===== config.mk =====
export PLATFORM = sky130hd
export DESIGN_NAME = con_flag_bank_flat
export DESIGN_NICKNAME = d
export VERILOG_FILES = /design/src/rtl/con_flag_bank_pkg.sv /design/src/rtl/con_flag_bank_if.sv /design/src/rtl/con_flag_bank_eval.sv /design/src/rtl/con_flag_bank.sv /design/src/flat_wrapper.sv
export SDC_FILE = /design/constraint.sdc
export NUM_CORES = 1
export LEC_CHECK = 0
export ABC_AREA = 1
export BUFFER_PORTS_ARGS = -buffer_cell sky130_fd_sc_hd__buf_2
export CAP_MARGIN = 0
export CORE_MARGIN = 5
export CORE_UTILIZATION = 45
export CTS_CLUSTER_DIAMETER = 100
export DETAILED_ROUTE_END_ITERATION = 16
export GPL_ROUTABILITY_DRIVEN = 0
export PLACE_DENSITY_LB_ADDON = 0.05
export SLEW_MARGIN = 20
export SYNTH_ARGS = -nofsm -noshare
export SYNTH_HDL_FRONTEND = slang
export SYNTH_SLANG_ARGS = --single-unit

===== constraint.sdc =====
create_clock -name clk -period 1.7 [get_ports clk]
set_clock_uncertainty 0.2 [all_clocks]
set_input_delay 0.17 -clock clk [delete_from_list [all_inputs] [get_ports clk]]
set_output_delay 0.17 -clock clk [all_outputs]
set_load 0.02 [all_outputs]

===== src/rtl/con_flag_bank_pkg.sv =====
// con_pkg: condition codes shared by the flag bank, its evaluator and the bench
package con_pkg;
  typedef logic [2:0] cond_code_t;
  localparam cond_code_t COND_EQZ    = 3'd0;
  localparam cond_code_t COND_NEZ    = 3'd1;
  localparam cond_code_t COND_GEZ    = 3'd2;
  localparam cond_code_t COND_LTZ    = 3'd3;
  localparam cond_code_t COND_GTZ    = 3'd4;
  localparam cond_code_t COND_LEZ    = 3'd5;
  localparam cond_code_t COND_ALWAYS = 3'd6;
  localparam cond_code_t COND_NEVER  = 3'd7;
endpackage


===== src/rtl/con_flag_bank_if.sv =====
// con_flag_bank_if: strobe/operand/read bus between control and the flag bank
interface con_flag_bank_if
  import con_pkg::*;
#(
  parameter int DATA_W   = 32,
  parameter int CHANNELS = 4,
  parameter int SEL_W    = (CHANNELS > 1) ? $clog2(CHANNELS) : 1
) ();
  logic                con_in;
  cond_code_t          cond_code;
  logic [SEL_W-1:0]    wr_sel;
  logic [DATA_W-1:0]   bus_data;
  logic                con_clr;
  logic [SEL_W-1:0]    rd_sel;
  logic [CHANNELS-1:0] con_q;
  logic                con_out;
  logic [CHANNELS-1:0] con_pending;
  modport master (
    output con_in, cond_code, wr_sel, bus_data, con_clr, rd_sel,
    input  con_q, con_out, con_pending
  );
  modport slave (
    input  con_in, cond_code, wr_sel, bus_data, con_clr, rd_sel,
    output con_q, con_out, con_pending
  );
endinterface


===== src/rtl/con_flag_bank_eval.sv =====
// con_eval: combinational signed-zero condition test of one operand
module con_eval
  import con_pkg::*;
#(
  parameter int DATA_W = 32
) (
  input  logic [DATA_W-1:0] data_i,
  input  cond_code_t        code_i,
  output logic              res_o
);
  logic zero, neg;
  logic [7:0] tbl;
  assign zero = (data_i == '0);
  assign neg  = data_i[DATA_W-1];
  // indexed by code: NEVER, ALWAYS, LEZ, GTZ, LTZ, GEZ, NEZ, EQZ
  assign tbl   = {1'b0, 1'b1, neg | zero, ~neg & ~zero, neg, ~neg, ~zero, zero};
  assign res_o = tbl[code_i];
endmodule


===== src/rtl/con_flag_bank.sv =====
// con_flag_bank: two-stage condition evaluation latched into per-channel flags
module con_flag_bank
  import con_pkg::*;
#(
  parameter int DATA_W   = 32,
  parameter int CHANNELS = 4,
  parameter int SEL_W    = (CHANNELS > 1) ? $clog2(CHANNELS) : 1
) (
  input logic            clk,
  input logic            reset,
  con_flag_bank_if.slave bus
);
  logic                s1_valid_q;
  logic [DATA_W-1:0]   s1_data_q;
  cond_code_t          s1_code_q;
  logic [SEL_W-1:0]    s1_sel_q;
  logic [CHANNELS-1:0] con_q_q, con_q_d, pending;
  logic                res;
  con_eval #(.DATA_W(DATA_W)) u_eval (
    .data_i (s1_data_q),
    .code_i (s1_code_q),
    .res_o  (res)
  );
  // out-of-range selects never match a channel, so they write nothing
  always_comb begin
    pending = '0;
    con_q_d = '0;
    for (int c = 0; c < CHANNELS; c++) begin
      pending[c] = s1_valid_q && (s1_sel_q == SEL_W'(c));
      con_q_d[c] = pending[c] ? res : (con_q_q[c] & ~bus.con_clr);
    end
  end
  always_ff @(posedge clk) begin
    if (reset) begin
      s1_valid_q <= 1'b0;
      s1_data_q  <= '0;
      s1_code_q  <= COND_EQZ;
      s1_sel_q   <= '0;
      con_q_q    <= '0;
    end else begin
      s1_valid_q <= bus.con_in;
      con_q_q    <= con_q_d;
      if (bus.con_in) begin
        s1_data_q <= bus.bus_data;
        s1_code_q <= bus.cond_code;
        s1_sel_q  <= bus.wr_sel;
      end
    end
  end
  assign bus.con_q       = con_q_q;
  assign bus.con_pending = pending;
  assign bus.con_out     = |(con_q_q & (CHANNELS'(1) << bus.rd_sel));
endmodule


===== src/flat_wrapper.sv =====
// flat-port wrapper written by rule: the top's interface ports become plain ports
module con_flag_bank_flat import con_pkg::*;
#(
  parameter int DATA_W   = 32,
  parameter int CHANNELS = 4,
  parameter int SEL_W    = (CHANNELS > 1) ? $clog2(CHANNELS) : 1
)
  (clk, reset, bus_con_in, bus_cond_code, bus_wr_sel, bus_bus_data, bus_con_clr, bus_rd_sel, bus_con_q, bus_con_out, bus_con_pending);
  con_flag_bank_if #(.DATA_W(DATA_W), .CHANNELS(CHANNELS), .SEL_W(SEL_W)) bus_i ();
  input logic clk;
  input logic reset;
  input wire logic [$bits(bus_i.con_in)-1:0] bus_con_in;
  input wire logic [$bits(bus_i.cond_code)-1:0] bus_cond_code;
  input wire logic [$bits(bus_i.wr_sel)-1:0] bus_wr_sel;
  input wire logic [$bits(bus_i.bus_data)-1:0] bus_bus_data;
  input wire logic [$bits(bus_i.con_clr)-1:0] bus_con_clr;
  input wire logic [$bits(bus_i.rd_sel)-1:0] bus_rd_sel;
  output wire logic [$bits(bus_i.con_q)-1:0] bus_con_q;
  output wire logic [$bits(bus_i.con_out)-1:0] bus_con_out;
  output wire logic [$bits(bus_i.con_pending)-1:0] bus_con_pending;
  assign bus_i.con_in = bus_con_in;
  assign bus_i.cond_code = bus_cond_code;
  assign bus_i.wr_sel = bus_wr_sel;
  assign bus_i.bus_data = bus_bus_data;
  assign bus_i.con_clr = bus_con_clr;
  assign bus_i.rd_sel = bus_rd_sel;
  assign bus_con_q = bus_i.con_q;
  assign bus_con_out = bus_i.con_out;
  assign bus_con_pending = bus_i.con_pending;
  con_flag_bank #(.DATA_W(DATA_W), .CHANNELS(CHANNELS), .SEL_W(SEL_W)) u_core (.clk(clk), .reset(reset), .bus(bus_i));
endmodule

[Yosys cells after proc, flatten, opt, wreduce, memory -nomap -nowiden]
Cells that the tools add are included.
W data, S select, Z words.
Cells by class
  magnitude comparators: 1
  equality and inequality tests: 3
  shifts and indexed selects: 1
  muxes and demuxes: 6
  bitwise logic cells: 10
  reductions and logical operators: 7
Operators by type and width (count)
  $logic_not A32 Y1: 1
  $and A1 B1 Y1: 5
  $mux W1: 5
  $and A4 B4 Y4: 1
  $eq A2 B2 Y1 const B: 2
  $logic_and A1 B1 Y1: 4
  $lt A3 B4 Y1 const B: 1
  $reduce_or A4 Y1: 1
  $shl A1 B2 Y4 const A: 1
  $bmux W1 S3: 1
  $not A1 Y1: 3
  $eq A2 B1 Y1 const B: 1
  $logic_not A2 Y1: 1
  $or A1 B1 Y1: 1
Word-level totals
  flip-flop bits (word level): 42
  input port bits: 43
  word-level logic and storage cells: 33

[Logic depth before layout (Yosys ltp)]
Gate-level depths: netlist of run 1.
  word-level depth: 6
  gate-level depth with buffers: 12
  gate-level depth less buffers: 12

[Modules after synthesis]
From an unflattened synthesis of run 1, not the netlist that was laid out.
Unflattened totals
  cells, all modules: 251
  area, all modules: 1783.0 um2
Modules (own cells, without submodules)
  con_flag_bank: times used 1, cells each 208, area each 1616.6 um2, sequential area each 840.8 um2
  con_eval: times used 1, cells each 43, area each 166.4 um2, sequential area each 0.0 um2

[Worst setup path before layout of run 1]
No wires, ideal clock.
  path type: register to register
  start: register u_core.s1_sel_q[0]
  end: register u_core.con_q_q[1], in the netlist u_core.bus.con_q[1]
  arrival: 1.231 ns
  data required time: 1.390 ns
  setup slack: 0.160 ns
  cell stages (with the launch flop): 6
  cell sequence: dfxtp_1 -> inv_2 -> nor3_1 -> nand3_1 -> nand2_1 -> inv_1
Between the ends
  word-level cells in the longest chain between the ends: 3
Ends and longest elaborated chain
  start: declaration: line con_flag_bank.sv:16  | logic [SEL_W-1:0] s1_sel_q;
  start signal: assignment: line con_flag_bank.sv:46  | s1_sel_q <= bus.wr_sel;
  $eq A2 B1 Y1: line con_flag_bank.sv:29  | pending[c] = s1_valid_q && (s1_sel_q == SEL_W'(c));
  $logic_and A1 B1 Y1: line con_flag_bank.sv:29
  net bus_con_pending[1]: line flat_wrapper.sv:20  | output wire logic [$bits(bus_i.con_pending)-1:0] bus_con_pending;
  $mux W1: line con_flag_bank.sv:30  | con_q_d[c] = pending[c] ? res : (con_q_q[c] & ~bus.con_clr);
  end signal: assignment: line con_flag_bank.sv:42  | con_q_q <= con_q_d;
  end: declaration: line con_flag_bank.sv:17  | logic [CHANNELS-1:0] con_q_q, con_q_d, pending;
The timed path passes the listed nets, and every way through them passes these cells.
A chain may end at the register's enable or synchronous reset.

[Final worst setup path of run 1]
  start: register u_core.s1_sel_q[1]
  end: output port bus_con_pending[2]
Between the ends
  word-level cells in the longest chain between the ends: 2
Ends and longest elaborated chain (line)
  $eq A2 B2 Y1: con_flag_bank.sv:29
  $logic_and A1 B1 Y1: con_flag_bank.sv:29
  end: declaration: flat_wrapper.sv:20
No other way between the ends.

==> results of run 1 <==
==> final cells by class <==
type	count	area, um^2
Fill cell	326	1161
Clock inverter	1	5.005
Tap cell	48	60.06
Clock buffer	7	86.33
Sequential cell	42	842.1
Timing Repair Buffer	92	668.1
Multi-Input combinational cell	171	758.2
Inverter	14	52.55
==> layer usage <==
metal  up-vias  share of wire [%]  GRT usage (%)  wire, um
met5         -                  0              0         0
met4         0                1.6          6.263        65
met3         6                6.2          5.049       258
met2        46                 46          26.53      1919
met1       737                 46          21.21      1901
li1        934                  -              -         -
==> final timing paths <==
kind	slack (ns)	cells past startpoint	end	startpoint
max	-0.01	3	bus_con_pending[2]	u_core.s1_sel_q[1]
min	0.10	6	u_core.bus.con_q[0]	bus_con_clr
max reg2reg	0.14	12	u_core.bus.con_q[0]	u_core.s1_data_q[19]
min reg2reg	0.26	2	u_core.s1_data_q[27]	u_core.s1_data_q[27]
==> worst max-delay path, delay by kind of cell (launching register included) <==
kind / cells / cell delay (ns)
buffers and inverters: 2 / 0.31
DFF: 1 / 0.37
and+or+nand+nor: 1 / 0.36
==> cell usage after synthesis (2+ instances only) <==
library cell / n
inv_1: 9
dfxtp_1: 42
clkbuf_1: 12
a21oi_1: 36
nand3_1: 5
o21ai_1: 2
a211oi_1: 5
nand2_1: 85
inv_2: 4
nor2_1: 30
nor3_1: 3
==> registers in the layout, summed over array words and instances (netlist names) <==
register           count
u_core.s1_sel_q        2
u_core.s1_code_q       3
u_core.s1_valid_q      1
u_core.s1_data_q      32
u_core.bus.con_q       4
==> cells by family after synthesis <==
group | after synthesis
buffers and inverters | 27
DFF | 42
AOI/OAI and AO/OA | 45
and+or+nand+nor | 126
==> power by group through the flow <==
| stage | logic (uW) | registers, uW | clock network [uW] |
|---|---|---|---|
| after floorplan | 153 | 1080 | 0 |
| after global placement | 247 | 1090 | 0 |
| after detailed placement | 246 | 1090 | 0 |
| after CTS | 312 | 1060 | 671 |
| after global routing | 358 | 1070 | 699 |
| final | 318 | 1070 | 658 |
==> cell usage in the layout (no fill, tap or decap), types with 2 or more instances in the layout <==
cell type      instances
o21ai_1                2
inv_1                  9
nor3_1                 3
nor2_1                28
buf_4                  3
nand3_1                3
nand2_1               85
buf_2                 51
dlygate4sd3_1         37
nor2_2                 2
dfxtp_1               41
a211oi_1               5
nand3_2                3
a21oi_1               36
clkbuf_8               6
inv_2                  4
==> metrics by stage <==
stage / TNS, ns / setup WS, ns / hold WS (ns) / power (uW)
finish: -0.009927 / -0.009927 / 0.1009 / 2042
global route: -0.4067 / -0.1034 / 0.1380 / 2130
CTS: 0 / 0.02977 / 0.09904 / 2047
detailed placement: 0 / 0.1443 / 0.2282 / 1334
floorplan: 0 / 0.1596 / 0.1105 / 1238
global placement: 0 / 0.1299 / 0.2236 / 1334
==> timing repair <==
action,in CTS,in global routing
resized for setup,0,5
hold endpoints to repair,37,0
endpoints found under the setup margin,0,6
hold buffers,37,0
==> results.md, run 1 <==
* Drt wl/cell at between 10 and 15 um
* Num rows at 22
* CP Capture Type: primary output
* Initial Utilization at 46.42%
* Sequential area share after synthesis at 49.85%
* Synth unique cells at 18
* RSZ-0062 raised after global routing: yes
* Startpoint types: flip-flop
* Static leakage at approximately 0.0011 uW
* Vias at 1723
* Synth top area share at 49.85%
* Clock sink count at between 40 and 50
* Post CTS Setup Buffer Count at 0
* IO Pins at 52
* Adder-Cell Fraction of Synth Area at 0%
* Pwr dens at 825.8 nW/um^2
* Largest stage delay on the critical path at between 0.3 and 0.4 ns
* Post-Synth XOR/XNOR Area at 0%
* Total GRT Usage at 16.65%
* Iteration-0 DRC Markers at ~110
* Detail Route Antenna Nets at 0
* Post-synth EDFFs at 0
* Syn_area_per_cell at 7.028 um^2
* Slowest-stage cell, CP: dfxtp_1
* Logic pwr share at 15.6%
* Synth Area in Simple Gates at 29.53%
* Initial antenna violation count at 0
* IO buf count at 51
* Crit path time final at 1.710 ns
* Diode count at 0
* Compound-cell area share of the yosys netlist at 14.54%
* Worst path required time at 1.33 ns
* Final WS setup at -0.009927 ns
* Clock power frac at about a third
* Synthesis-to-layout area growth at 46.59%
* Die X at 71.22 um
* Maximum VDD drop at just over 0.0006 V
* Clock buffer depth at 2
* Top FF cell, synth: dfxtp_1
* Hold Crit Class: in -> reg
* Crit path cell chain: inv_2 > nor3_1 > buf_2
* Die area at 5072 um^2
* Net count after synthesis at 283
* Max Slew Vio Count at 0
* Placed instance area at 1994 um^2
* Routed WL at 4.145 mm
* Vias in the first global route at between 1500 and 2000
* Max Cap Violations at 0
* Cell count after synthesis at 240
* Core Util, Final at 68.04%
* Switching power at 514.6 uW
* Fin crit share at 100.6%
* DR DRC count at 0
* Int Pwr at 1527 uW
* Vias per cell at 4.595
* Final net count at 369
* Core area at 3633 um^2
* Global-route wire length before repair at 6.755 mm
* Arr. time, crit path at 1.34 ns
* Mux contribution to synthesized area at 0%
* Vert. Die Dim at just over 70 um
* Worst Max-Slew Pin Slew at approximately 0.47 ns
* Cell Area, Synth at 1687 um^2
* Setup Crit Path Kind: reg -> out
* Final Hold Fails at 0
* Switch share at 25.21%
* Top cells by area, synth: dfxtp_1, nand2_1, a21oi_1
* GRT overflow at 0
* Design area at 2472 um^2
* Synth Warn # at 0
* CP max FO at 3
* Largest family of logic cells by synthesized area: simple AND/OR/NAND/NOR gates
* CTS clk-pin slew, worst paths at ~0.080 ns
* Failing checks: negative setup slack
* CTS tree: done
* Synth area leader: dfxtp_1
* Synth async-reset ratio at 0%
* Fmax at about 0.58 GHz
* Seq cells post-synth at 42
* Non-filler cells, final at 375
* DR pass1 iterations at 4
* DP Cell Count at 330
* Clock Root Buffer: clkbuf_8
* Flop pwr share at 52.2%
* Post-DP HPWL at 2.556 mm
* Slew headroom at 68.34%
* Inserted Clock Buffers at 5
* Later-pin clock latency in the skew report at 0.29 ns
* Status: finished, violations left
* Final setup violation count at 1
* H-tree levels at 2
* Largest net degree at the start of global routing at 44
* Layout cells sized above 1 at a little under a quarter
No activity file was read; power rests on OpenSTA's default activity.
==> run 2, diff against run 1 <==
Settings changed: SETUP_SLACK_MARGIN from default to 0.15.
==> results.md, run 2 (synthesis gave the netlist of run 1 again) <==
* Status: complete, no violations
* Core area at 3633 um^2 (unchanged)
* GRT overflow at 0 (unchanged)
* Global-route wire length before repair at 6.872 mm (+1.7%)
* Final TNS setup at 0 ns (+0.009927 ns)
* Register area at 848.3 um^2 (+0.74%)
* Clock buffer depth at 2 (unchanged)
* Hold Crit Depth at 6 (unchanged)
* Clock Root Buffer: clkbuf_8
* Synthesis-to-layout area growth at 50.52%
* Slew headroom at 68.07% (-0.28 points)
* Vias in the first global route at 1583 (+1.9%)
* Later-pin clock latency in the skew report at 0.29 ns (about the same)
* Filler cell count at 307 (-5.8%)
* Diode count at 0 (unchanged)
* Final net count at 370 (+0.27%)
* Detail Route Antenna Nets at 0 (unchanged)
* Max Cap Violations at 0 (unchanged)
* Max FFs per register at 32 (unchanged)
* Setup Crit Path Kind: reg -> out
* Fin crit share at 90.59% (-10 points)
* Die X at 71.22 um (unchanged)
* IO Pins at 52 (unchanged)
* CTS tree: done
* Worst path required time at 1.33 ns (about the same)
* H-tree levels at 2 (unchanged)
* Post-DP HPWL at 2.556 mm (unchanged)
* Num rows at 22 (unchanged)
* Clock sink count at 42 (unchanged)
* Vert. Die Dim at 71.22 um (unchanged)
* DR DRC count at 0 (unchanged)
* CP max FO at 3 (unchanged)
* IO buf count at 51 (unchanged)
* R2R depth at 12 (unchanged)
* Commonest cells after routing, fill and taps aside: nand2_1, buf_2, dlygate4sd3_1
* Startpoint types: flip-flop
* Maximum VDD drop at 0.0006325 V (+3.4%)
* Total GRT Usage at 16.94% (+0.29 points)
* Pwr dens at 811.7 nW/um^2 (-1.7%)
* Static leakage at 0.001142 uW (+2.4%)
* CP Capture Type: primary output
* Hold_ws at 0.1018 ns (+0.0008600 ns)
* Hold Crit Class: in -> reg
* Die area at 5072 um^2 (unchanged)
* Initial antenna violation count at 0 (unchanged)
* Drt wl/cell at 11.18 um (+1.1%)
* Vias at 1728 (+0.29%)
* Initial Utilization at 46.42% (unchanged)
* Vias per cell at 4.596 (about the same)
* Fmax at 0.6493 GHz (+11%)
* CTS clk-pin slew, worst paths at 0.08 ns (about the same)
* Layout cells sized above 1 at 25.91% (+3.0 points)
* Iteration-0 DRC Markers at 90 (-19%)
* DR pass1 iterations at 4 (unchanged)
* RSZ-0062 raised after global routing: yes
* Inserted Clock Buffers at 5 (unchanged)
* Routed WL at 4.202 mm (+1.4%)
* Final setup violation count at 0 (-1)
* Multi-input logic area at 799.5 um^2 (+5.4%)
* Final Hold Fails at 0 (unchanged)
* Worst Max-Slew Pin Slew at 0.4790 ns (+0.004159 ns)
* Largest net degree at the start of global routing at 44 (unchanged)
* Commonest non-fill, non-tap cell in the layout: nand2_1
* Crit path time final at 1.540 ns (-0.1698 ns)
* Arr. time, crit path at 1.17 ns (-0.17 ns)
* Max Slew Vio Count at 0 (unchanged)
* Biggest register: u_core.s1_data_q
==> run 2: critical path, cell delays in order, from the launching register on <==
cell and delay (ns):
dfxtp_2 0.39, inv_2 0.09, nor3_4 0.22, buf_4 0.17
==> run 2: where the power goes <==
group / switching (uW) / leakage (uW) / internal (uW)
Combinational: 162 / 0.000746 / 167
Clock: 334 / 0.0000482 / 328
Sequential: 31.6 / 0.000348 / 1040
Total: 527 / 0.00114 / 1530
==> run 2: layout make-up <==
class / count / share of cell area (%)
inverter: 14 / 2.070
clock inverter: 1 / 0.1971
tap: 48 / 2.366
multi-input combinational: 171 / 31.49
clock buffer: 7 / 3.401
timing repair buffer: 93 / 27.06
sequential: 42 / 33.42
==> run 2: worst paths after layout <==
kind / start / to / slack, ns
hold reg to reg: u_core.s1_data_q[27] / u_core.s1_data_q[27] / 0.26
hold / removal: bus_con_clr / u_core.bus.con_q[1] / 0.10
setup reg to reg: u_core.s1_data_q[24] / u_core.bus.con_q[3] / 0.16
setup / recovery: u_core.s1_sel_q[0] / bus_con_pending[3] / 0.16
==> run 2: metrics by stage <==
step	utilization (%)	instances	worst slack [ns]	power [uW]	instance area, um^2
global placement	54.89	330	0.1299	1334	1994
global route	69.87	376	0.03621	2143	2539
detailed placement	54.89	330	0.1443	1334	1994
CTS	68.11	375	0.1125	2051	2475
finish	69.87	376	0.1599	2061	2539
floorplan	-	240	0.1596	1238	1687
==> run 2: routing by layer <==
layer  routed length [um]  global-route usage [%]  vias up  share of wire, %
met5                    0                       0        -                 0
met4                   87                   6.889        0               2.1
met3                  246                   5.049        8               5.9
met2                 1950                   27.35       40                46
met1                 1918                   21.12      739                46
li1                     -                       -      941                 -
==> run 2: what timing repair did <==
item	in CTS	in global routing
gates resized for setup	5	17
hold buffers	37	0
setup buffers	0	1
hold endpoints to repair	37	0
setup endpoints to repair	7	8
pin swaps	7	8
==> run 3, diff against run 2 <==
Settings changed: ABC_CLOCK_PERIOD_IN_PS from default to 1650.
Clock period 1.7 ns to 1.65 ns, I/O delays scaled along.
==> results.md, run 3 (synthesis gave the netlist of run 1 again) <==
* Total GRT Usage at 17.42% (+0.48 points)
* R2R Setup Slk at 0.06 ns (-0.10 ns)
* Biggest register: u_core.s1_data_q
* Filler cell count at 319 (+3.9%)
* Worst reg2reg path endpoint: u_core.bus.con_q[2]
* CP max FO at 3 (unchanged)
* Slew headroom at 68.50% (+0.44 points)
* R2R depth at 12 (unchanged)
* Final Hold Fails at 0 (unchanged)
* Vias per cell at 4.591 (-0.11%)
* GRT overflow at 0 (unchanged)
* Arr. time, crit path at 1.25 ns (+0.08 ns)
* Switch share at 24.30% (-1.3 points)
* Final TNS setup at 0 ns (unchanged)
* Core area at 3633 um^2 (unchanged)
* Clock power frac at 35.5% (+3.4 points)
* Largest stage delay on the critical path at 0.42 ns (+0.03 ns)
* DR pass1 iterations at 4 (unchanged)
* CTS clk-pin slew, worst paths at 0.08 ns (about the same)
* Num rows at 22 (unchanged)
* Initial Utilization at 46.42% (unchanged)
* Vias in the first global route at 1589 (+0.38%)
* Register area at 845.8 um^2 (-0.30%)
* Synthesis-to-layout area growth at 51.04%
* Largest net degree at the start of global routing at 44 (unchanged)
* DR DRC count at 0 (unchanged)
* Static leakage at 0.001137 uW (-0.40%)
* Status: complete, no violations
* Clock sink count at 42 (unchanged)
* Layout cells sized above 1 at 25.46% (-0.45 points)
* Detail Route Antenna Nets at 0 (unchanged)
* Hold_ws at 0.1030 ns (+0.001172 ns)
* Maximum VDD drop at 0.0005637 V (-11%)
* Later-pin clock latency in the skew report at 0.29 ns (about the same)
* CP Capture Type: primary output
* Logic pwr share at 15.3% (-0.7 points)
* Max Slew Vio Count at 0 (unchanged)
* Crit path time final at between 1.5 and 2 ns
* Slowest-stage cell, CP: dfxtp_1
* Design area at 2547 um^2 (+0.35%)
* Post CTS Setup Buffer Count at 0 (unchanged)
* Startpoint types: flip-flop
* Initial antenna violation count at 0 (unchanged)
* CTS tree: done
* Worst path required time at 1.28 ns (-0.05 ns)
* Multi-input logic area at 798.3 um^2 (-0.16%)
* RR Startpoint: u_core.s1_data_q[5]
* Vert. Die Dim at 71.22 um (unchanged)
* Final setup violation count at 0 (unchanged)
* Post-DP HPWL at 2.664 mm (+4.2%)
* Fin crit share at 97.62%
* Min-delay src: bus_con_clr
* Final net count at 368 (-0.54%)
* Drt wl/cell at 11.36 um (+1.7%)
* H-tree levels at 2 (unchanged)
* Setup Crit Path Kind: reg -> out
* Switching power at 543.9 uW (+3.1%)
* Vias at 1717 (-0.64%)
* Global-route wire length before repair at 7.148 mm (+4.0%)
* IO Pins at 52 (unchanged)
* Inserted Clock Buffers at 5 (unchanged)
* Clock buffer depth at 2 (unchanged)
* Pwr dens at 878.6 nW/um^2 (+8.2%)
* Worst hold endpoint: u_core.bus.con_q[0]
* Max Cap Violations at 0 (unchanged)
* Iteration-0 DRC Markers at 92 (+2.2%)
* IO buf count at 51 (unchanged)
* Placed instance area at 1999 um^2 (+0.25%)
* Flop pwr share at 49.2% (-2.7 points)
* Int Pwr at 1694 uW (+10%)
* Crit path cell chain: inv_2 > nor3_2 > buf_4
* Hold Crit Class: in -> reg
* Die area at 5072 um^2 (unchanged)
* RSZ-0062 raised after global routing: yes
* Hold Crit Depth at 6 (unchanged)
* Max FFs per register at 32 (unchanged)
* Die X at 71.22 um (unchanged)
* Worst Max-Slew Pin Slew at 0.4725 ns (-0.006540 ns)
* Diode count at 0 (unchanged)
* Routed WL at 4.249 mm (+1.1%)
* Commonest non-fill, non-tap cell in the layout: nand2_1
* Fmax at 0.6209 GHz
* Clock Root Buffer: clkbuf_8
* Commonest cells after routing, fill and taps aside: nand2_1, buf_2, dfxtp_1
* Power consumption at 2238 uW (+8.6%)
## run 3: changes by cell type in the layout (fill, tap and decap cells not counted), moves of 2 or more
cell and change:
dfxtp_2 -2, nor2_1 -2, dfxtp_1 +2, buf_4 -2, nor2_2 +2
## run 3: cell type report
cell class / count / area share [%]
Timing Repair Buffer: 91 / 26.72
Clock inverter: 2 / 1.473
Multi-Input combinational cell: 171 / 31.34
Inverter: 14 / 2.063
Clock buffer: 6 / 2.849
Sequential cell: 42 / 33.20
Tap cell: 48 / 2.358
## run 3: through the flow
stage	cells	setup WS, ns	utilization [%]
after global routing	374	-0.09046	70.11
after CTS	374	0.06484	68.66
after floorplan	240	0.1096	-
after detailed placement	329	0.1035	55.03
final	374	0.03932	70.11
after global placement	329	0.09679	55.03
## run 3: worst max-delay path: cells and delay by family (launching register included)
kind	cells	cell delay, ns
buf+inv	2	0.28
flops	1	0.42
simple gates	1	0.25
## run 3: worst max-delay path by stage
stage,start,end,slack [ns],depth (start not counted)
4_1_cts,u_core.s1_valid_q,bus_con_pending[0],0.06,3
5_1_grt,u_core.s1_data_q[6],u_core.bus.con_q[3],-0.09,12
3_5_place_dp,u_core.s1_data_q[20],u_core.bus.con_q[2],0.10,10
6_report,u_core.s1_sel_q[1],bus_con_pending[2],0.04,3
3_3_place_gp,u_core.s1_data_q[15],u_core.bus.con_q[2],0.1,10
2_1_floorplan,u_core.s1_sel_q[0],u_core.bus.con_q[1],0.11,5
## run 3: repair_timing
item | in CTS | in global routing
hold buffers | 37 | 0
hold endpoints to repair | 37 | 0
gates resized for setup | 4 | 16
endpoints found under the setup margin | 8 | 9
pin swaps | 0 | 11
## run 3: power by group through the flow
stage          Combinational [uW]  Clock [uW]  Sequential (uW)
2_1_floorplan                 158           0             1120
3_3_place_gp                  256           0             1120
3_5_place_dp                  257           0             1120
4_1_cts                       326         810             1100
5_1_grt                       381         860             1110
6_report                      341         795             1100
## run 3: layer usage
| metal | global-route usage, % | up-vias | routed length (um) |
|---|---|---|---|
| li1 | - | 931 | - |
| met1 | 23.30 | 741 | 1976 |
| met2 | 27.65 | 41 | 1984 |
| met3 | 5.049 | 4 | 246 |
| met4 | 4.384 | 0 | 40 |
| met5 | 0 | - | 0 |
